## config.mk

```make
export PLATFORM = sky130hd
export DESIGN_NAME = apb_master_bridge
export DESIGN_NICKNAME = d
export VERILOG_FILES = /design/src/rtl/apb_pkg.sv /design/src/rtl/apb_timeout_ctr.sv /design/src/rtl/apb_master_bridge.sv
export SDC_FILE = /design/constraint.sdc
export NUM_CORES = 1
export LEC_CHECK = 0
export CORE_MARGIN = 2
export CORE_UTILIZATION = 44
export DETAILED_ROUTE_END_ITERATION = 8
export PLACE_DENSITY = 0.91
export SLEW_MARGIN = 20
export SYNTH_ARGS = -nofsm -noshare
export SYNTH_HDL_FRONTEND = slang
export SYNTH_SLANG_ARGS = --single-unit
export TNS_END_PERCENT = 20
```

## constraint.sdc

```tcl
create_clock -name PCLK -period 2.3 [get_ports PCLK]
set_clock_uncertainty 0.1 [all_clocks]
set_input_delay 0.575 -clock PCLK [delete_from_list [all_inputs] [get_ports PCLK]]
set_output_delay 0.575 -clock PCLK [all_outputs]
set_load 0.02 [all_outputs]
```

## src/rtl/apb_pkg.sv

```systemverilog
// apb_pkg: shared APB state encoding and default bus widths for the master bridge and slave
package apb_pkg;

    localparam int APB_ADDR_W = 32;
    localparam int APB_DATA_W = 32;

    typedef enum logic [1:0] {
        IDLE   = 2'd0,
        SETUP  = 2'd1,
        ACCESS = 2'd2
    } apb_state_t;

endpackage

```

## src/rtl/apb_timeout_ctr.sv

```systemverilog
// apb_timeout_ctr: ACCESS-phase wait counter with expiry compare (used only under APB_TIMEOUT_EN)
// Ports:
//   clk, rst_n : clock and asynchronous active-low reset
//   clr        : clear the count (asserted while the bridge is in SETUP)
//   inc        : count one ACCESS cycle with PREADY low
//   expired    : this ACCESS cycle is the last one allowed
module apb_timeout_ctr
    import apb_pkg::*;
#(
    parameter int LIMIT = 16
) (
    input  logic clk,
    input  logic rst_n,
    input  logic clr,
    input  logic inc,
    output logic expired
);

    logic [7:0] cnt;

    assign expired = inc && (cnt == 8'(LIMIT - 1));

    always_ff @(posedge clk or negedge rst_n) begin
        if (!rst_n)
            cnt <= '0;
        else if (clr)
            cnt <= '0;
        else if (inc)
            cnt <= cnt + 8'd1;
    end

endmodule

```

## src/rtl/apb_master_bridge.sv

```systemverilog
// apb_master_bridge: converts a valid/ready command interface into APB3 SETUP/ACCESS transfers
// Macro APB_TIMEOUT_EN: when defined, an ACCESS phase longer than TIMEOUT_CYCLES aborts with rsp_err.
// Ports:
//   PCLK, PRESETn                     : clock, asynchronous active-low reset
//   cmd_valid/ready/write/addr/wdata  : local command handshake (one outstanding transfer)
//   rsp_valid/rdata/err               : one-cycle completion pulse, read data, abort flag
//   PSEL/PENABLE/PWRITE/PADDR/PWDATA  : APB request outputs (all registered)
//   PREADY/PRDATA                     : APB slave response
module apb_master_bridge
    import apb_pkg::*;
#(
    parameter int ADDR_W         = APB_ADDR_W,
    parameter int DATA_W         = APB_DATA_W,
    parameter int TIMEOUT_CYCLES = 16
) (
    input  logic              PCLK,
    input  logic              PRESETn,
    input  logic              cmd_valid,
    output logic              cmd_ready,
    input  logic              cmd_write,
    input  logic [ADDR_W-1:0] cmd_addr,
    input  logic [DATA_W-1:0] cmd_wdata,
    output logic              rsp_valid,
    output logic [DATA_W-1:0] rsp_rdata,
    output logic              rsp_err,
    output logic              PSEL,
    output logic              PENABLE,
    output logic              PWRITE,
    output logic [ADDR_W-1:0] PADDR,
    output logic [DATA_W-1:0] PWDATA,
    input  logic              PREADY,
    input  logic [DATA_W-1:0] PRDATA
);

    apb_state_t state;
    logic       abort;

    assign cmd_ready = (state == IDLE) && PRESETn;

`ifdef APB_TIMEOUT_EN
    apb_timeout_ctr #(.LIMIT(TIMEOUT_CYCLES)) u_timeout (
        .clk     (PCLK),
        .rst_n   (PRESETn),
        .clr     (state == SETUP),
        .inc     ((state == ACCESS) && !PREADY),
        .expired (abort)
    );
`else
    // constant 0 for every legal TIMEOUT_CYCLES: ACCESS waits forever
    assign abort = (TIMEOUT_CYCLES < 0);
`endif

    always_ff @(posedge PCLK or negedge PRESETn) begin
        if (!PRESETn) begin
            state     <= IDLE;
            PSEL      <= 1'b0;
            PENABLE   <= 1'b0;
            PWRITE    <= 1'b0;
            PADDR     <= '0;
            PWDATA    <= '0;
            rsp_valid <= 1'b0;
            rsp_rdata <= '0;
            rsp_err   <= 1'b0;
        end else begin
            rsp_valid <= 1'b0;
            case (state)
                IDLE: begin
                    PSEL    <= cmd_valid;
                    PENABLE <= 1'b0;
                    if (cmd_valid) begin
                        state  <= SETUP;
                        PWRITE <= cmd_write;
                        PADDR  <= cmd_addr;
                        PWDATA <= cmd_wdata;
                    end
                end
                SETUP: begin
                    state   <= ACCESS;
                    PENABLE <= 1'b1;
                end
                ACCESS: begin
                    // PREADY takes priority over a simultaneous timeout
                    if (PREADY || abort) begin
                        state     <= IDLE;
                        PSEL      <= 1'b0;
                        PENABLE   <= 1'b0;
                        rsp_valid <= 1'b1;
                        rsp_err   <= !PREADY;
                        rsp_rdata <= (PREADY && !PWRITE) ? PRDATA : '0;
                    end
                end
                default: begin
                    state   <= IDLE;
                    PSEL    <= 1'b0;
                    PENABLE <= 1'b0;
                end
            endcase
        end
    end

endmodule
```

Word level (Yosys, flattened, before mapping). Index checks and enable logic that the tools add are counted.

Equality and inequality tests: 4. Multipliers: 0. Multiplexer cells: 9. Bitwise gates (word level): 1. Reductions and logical operators: 9. Divide/modulo/power cells: 0. $lt $le $gt $ge: 0. Shift-type cells: 0. Add/sub/neg operators: 0.

Operator list (number): $mux W32 (1); $reduce_and A2 Y1 (4); $pmux W2 S3 (1); $mux W2 (2); $ne A2 B2 Y1 const B (2); $mux W1 (3); $pmux W1 S3 (1); $eq A2 B1 Y1 const B (1); $eq A2 B2 Y1 const B (1); $logic_and A1 B1 Y1 (2); $logic_not A1 Y1 (2); $logic_not A2 Y1 (1); $pmux W1 S2 (1); $not A1 Y1 (1).

Word-level logic and storage cells: 32. Input bits: 101. Memories kept: 0. Bits in writable memories: 0. Output and inout port bits: 102. Latch bits: 0. Register bits after elaboration: 103. ROM bits: 0.

Longest topological paths before layout.
Word-level depth: 3. Mapped depth: 4. Depth with buffers taken out: 2.

Worst setup path before layout. No wires, ideal clock.

Kind: input to output. Start: input port PRESETn. End: output port cmd_ready. Setup slack: 0.529 ns. Buffers on the path: 0. Arrival time: 1.096 ns. Data required time: 1.625 ns. Cell stages on the path: 1. Path through: nor3b_1.

Longest elaborated chain between the ends: 1.

Ends and longest elaborated chain: start, declared (line apb_master_bridge.sv:17) `input logic PRESETn,`; $logic_and A1 B1 Y1 (line apb_master_bridge.sv:38) `assign cmd_ready = (state == IDLE) && PRESETn;`; end, declared (line apb_master_bridge.sv:19) `output logic cmd_ready,`.

No other way between the ends.

Worst setup path after layout.
Start: register state[1]. End: output port cmd_ready.

Longest elaborated chain between the ends: 2.

Ends and longest elaborated chain: start, declared (line apb_master_bridge.sv:35) `apb_state_t state;`; start signal, assigned (line apb_master_bridge.sv:55) `state <= IDLE;`; start signal, assigned (line apb_master_bridge.sv:71) `state <= SETUP;`; start signal, assigned (line apb_master_bridge.sv:78) `state <= ACCESS;`; $logic_not A2 Y1 (line apb_master_bridge.sv:38); $logic_and A1 B1 Y1 (line apb_master_bridge.sv:38).

No other way between the ends.

==> run metrics <==
outcome=finished, final reports clean; first-pass GRT wire length=15,320 microns; Post-Synthesis Cells=257; Worst R2R Start=state[0]; Area contributors post-synth=dfrtp_1 (62%), mux2_2 (19%), mux2_4 (10%), nor2b_1 (4.9%), buf_6 (1.9%); Seq/Total Area, Yosys=0.6173; Die Wd=101.4 microns; vias in the first global route=3,119; CP Launch Type=register; total congestion overflow=0; worst reg2reg path depth=4; most frequent cells in the layout=clkdlybuf4s50_1 (200), dfrtp_1 (103), mux2_2 (69); drt first pass iters=4; synth warn=0; Hold WS=0.2485 ns; worst path bufs/invs=1; CP max stage cell=dfrtp_1; Top Ports=203; Util after Layout=0.7062; overall routed net length=9940 microns; sequential power share=0.350; Comb pwr share=0.531; DPL Wire Length=7351 microns; Post-CTS Setup Repair Bufs=0; cell family with most CP delay=flip-flops; Leak=2.748 nW; register area=0.002577 sq mm; internal power=5.808 mW; max-cap violations=0; worst r2r dst=PWDATA[9]; RSZ-0062 raised after global routing=no; layout cell share with drive strength beyond 1=0.2644; crit-path max cell delay=0.47 ns; ant diodes=0; CTS tree=built; Layout area overhead=56.28%; Hold Fails Final Rpt=0; total global-route track usage=0.1912; Multi-input gate area=0.001489 sq mm; Max Clock Freq=0.4574 GHz; Initial DRC Count=34; syn_nets=358; Netlist cell types=16; Die Area=0.01028 sq mm; GP Congestion=0.7942; Synth top area share=0.6173; Worst-Margin Slew=0.6623 ns; area leader, netlist=dfrtp_1; routed vias/inst=4.657; CP required=1.62 ns; Slew Viols, Final=0; CTS HTree Levels=3; Power per Cell Area=1389 mW/mm^2; post-route cell area=0.006525 sq mm; post-route ant nets=0; #FFs+latches synth=103; CP Capture Type=output pin; Via Count=2,785; Mapped Area=0.004175 sq mm; pin count of the biggest net entering global routing=53; Net Switching=3.254 mW; Root Driver=clkbuf_8; cts repair resizes=1; Inserted Clock Buffers=9; die height=101.4 microns; Slew HR=0.5584; min Tclk post-route=2.186 ns; worst skew pair latency=0.35 ns; crit path kind=reg -> out; Max Root-Sink Buffers=2; CTS Hold Buffers Added=0; crit path cell chain=nor3b_1 -> dlygate4sd2_1; DP Area=0.006336 sq mm; Crit. Startpoint=state[1]; Fill cells=637; wire length per cell=16.62 microns; Max VDD drop=0.7923 mV; Clk pin slew, worst setup/hold paths=0.10 ns; Clk pwr share=0.120; Sw Share=0.3591; Setup Viol. Count Final=0; Avg Synthesized Cell Area=16.25 sq um; commonest non-fill, non-tap cell in the layout=clkdlybuf4s50_1; initial antenna violation count=0; Sink Count=103; Arrival @ worst endpoint=1.51 ns; Hold Path Class=in -> async; site row count=35; port bufs=202; Final nets=565; area of the core=0.009240 sq mm; reg-to-reg slack, setup=0.59 ns; Final Cycle Share=0.9506; DRC errors left=0; Initial Utilization=0.4519; Max FO, Critical Path=7
## cells by family (layout without fill, tap and decap cells)
kind of cell | Yosys count | after routing | synth area share
flip-flops | 103 | 103 | 0.6173
multiplexers | 97 | 97 | 0.2868
AO/OA/AOI/OAI | 2 | 2 | 0.003897
buffers and inverters | 15 | 227 | 0.02787
AND/OR/NAND/NOR | 40 | 40 | 0.06413
## power by group through the flow
stage	clock [mW]	sequential, mW	combinational (mW)
2_1_floorplan	0	4.25	1.47
3_3_place_gp	0	3.13	4.76
3_5_place_dp	0	3.21	4.85
4_1_cts	1.12	3.19	4.87
5_1_grt	1.20	3.28	5.05
6_report	1.08	3.17	4.81
## sequential cells by signal, summed over array words and instances (netlist names)
name,cells
PWRITE,1
rsp_err,1
PWDATA,32
PSEL,1
PENABLE,1
rsp_valid,1
rsp_rdata,32
state,2
PADDR,32
## cell type report
| class | count | area share |
|---|---|---|
| clock inverters | 5 | 0.005944 |
| inverters | 1 | 0.0005753 |
| clock buffers | 11 | 0.02320 |
| flip-flops and latches | 103 | 0.3950 |
| multi-input cells | 139 | 0.2282 |
| well taps | 129 | 0.02474 |
| repair buffers | 210 | 0.3223 |
## stage by stage
stage,setup slack [ns],std cells,TNS [ns],power [mW]
3_3_place_gp,-0.005863,582,-0.005863,7.897
2_1_floorplan,0.5287,257,0,5.724
6_report,0.1136,598,0,9.063
4_1_cts,0.08466,598,0,9.170
3_5_place_dp,-0.02091,582,-0.02091,8.061
5_1_grt,0.05970,598,0,9.533
## per-layer routing
metal  routed length, microns  GRT usage
met1                     4031     0.2302
met2                     5137     0.3398
met3                      636    0.05176
met4                      135    0.04990
met5                        0          0
## worst max-delay path by stage
| stage | end | slack [ns] | cells after the start |
|---|---|---|---|
| final | cmd_ready | 0.11 | 2 |
| after global routing | cmd_ready | 0.06 | 2 |
| after CTS | cmd_ready | 0.08 | 2 |
| after detailed placement | cmd_ready | -0.02 | 3 |
| after global placement | cmd_ready | -0.006 | 3 |
| after floorplan | cmd_ready | 0.53 | 1 |
## cell usage after synthesis
| library cell | count |
|---|---|
| buf_2 | 3 |
| inv_1 | 1 |
| a22o_1 | 1 |
| buf_4 | 1 |
| a21o_1 | 1 |
| nor2b_1 | 33 |
| and3b_1 | 2 |
| dfrtp_1 | 103 |
| nor3b_1 | 2 |
| nor3b_2 | 1 |
| mux2_4 | 28 |
| clkbuf_1 | 3 |
| mux2_2 | 69 |
| buf_6 | 7 |
| nor4bb_1 | 1 |
| or3_1 | 1 |
(Power assumes the default switching activity.)
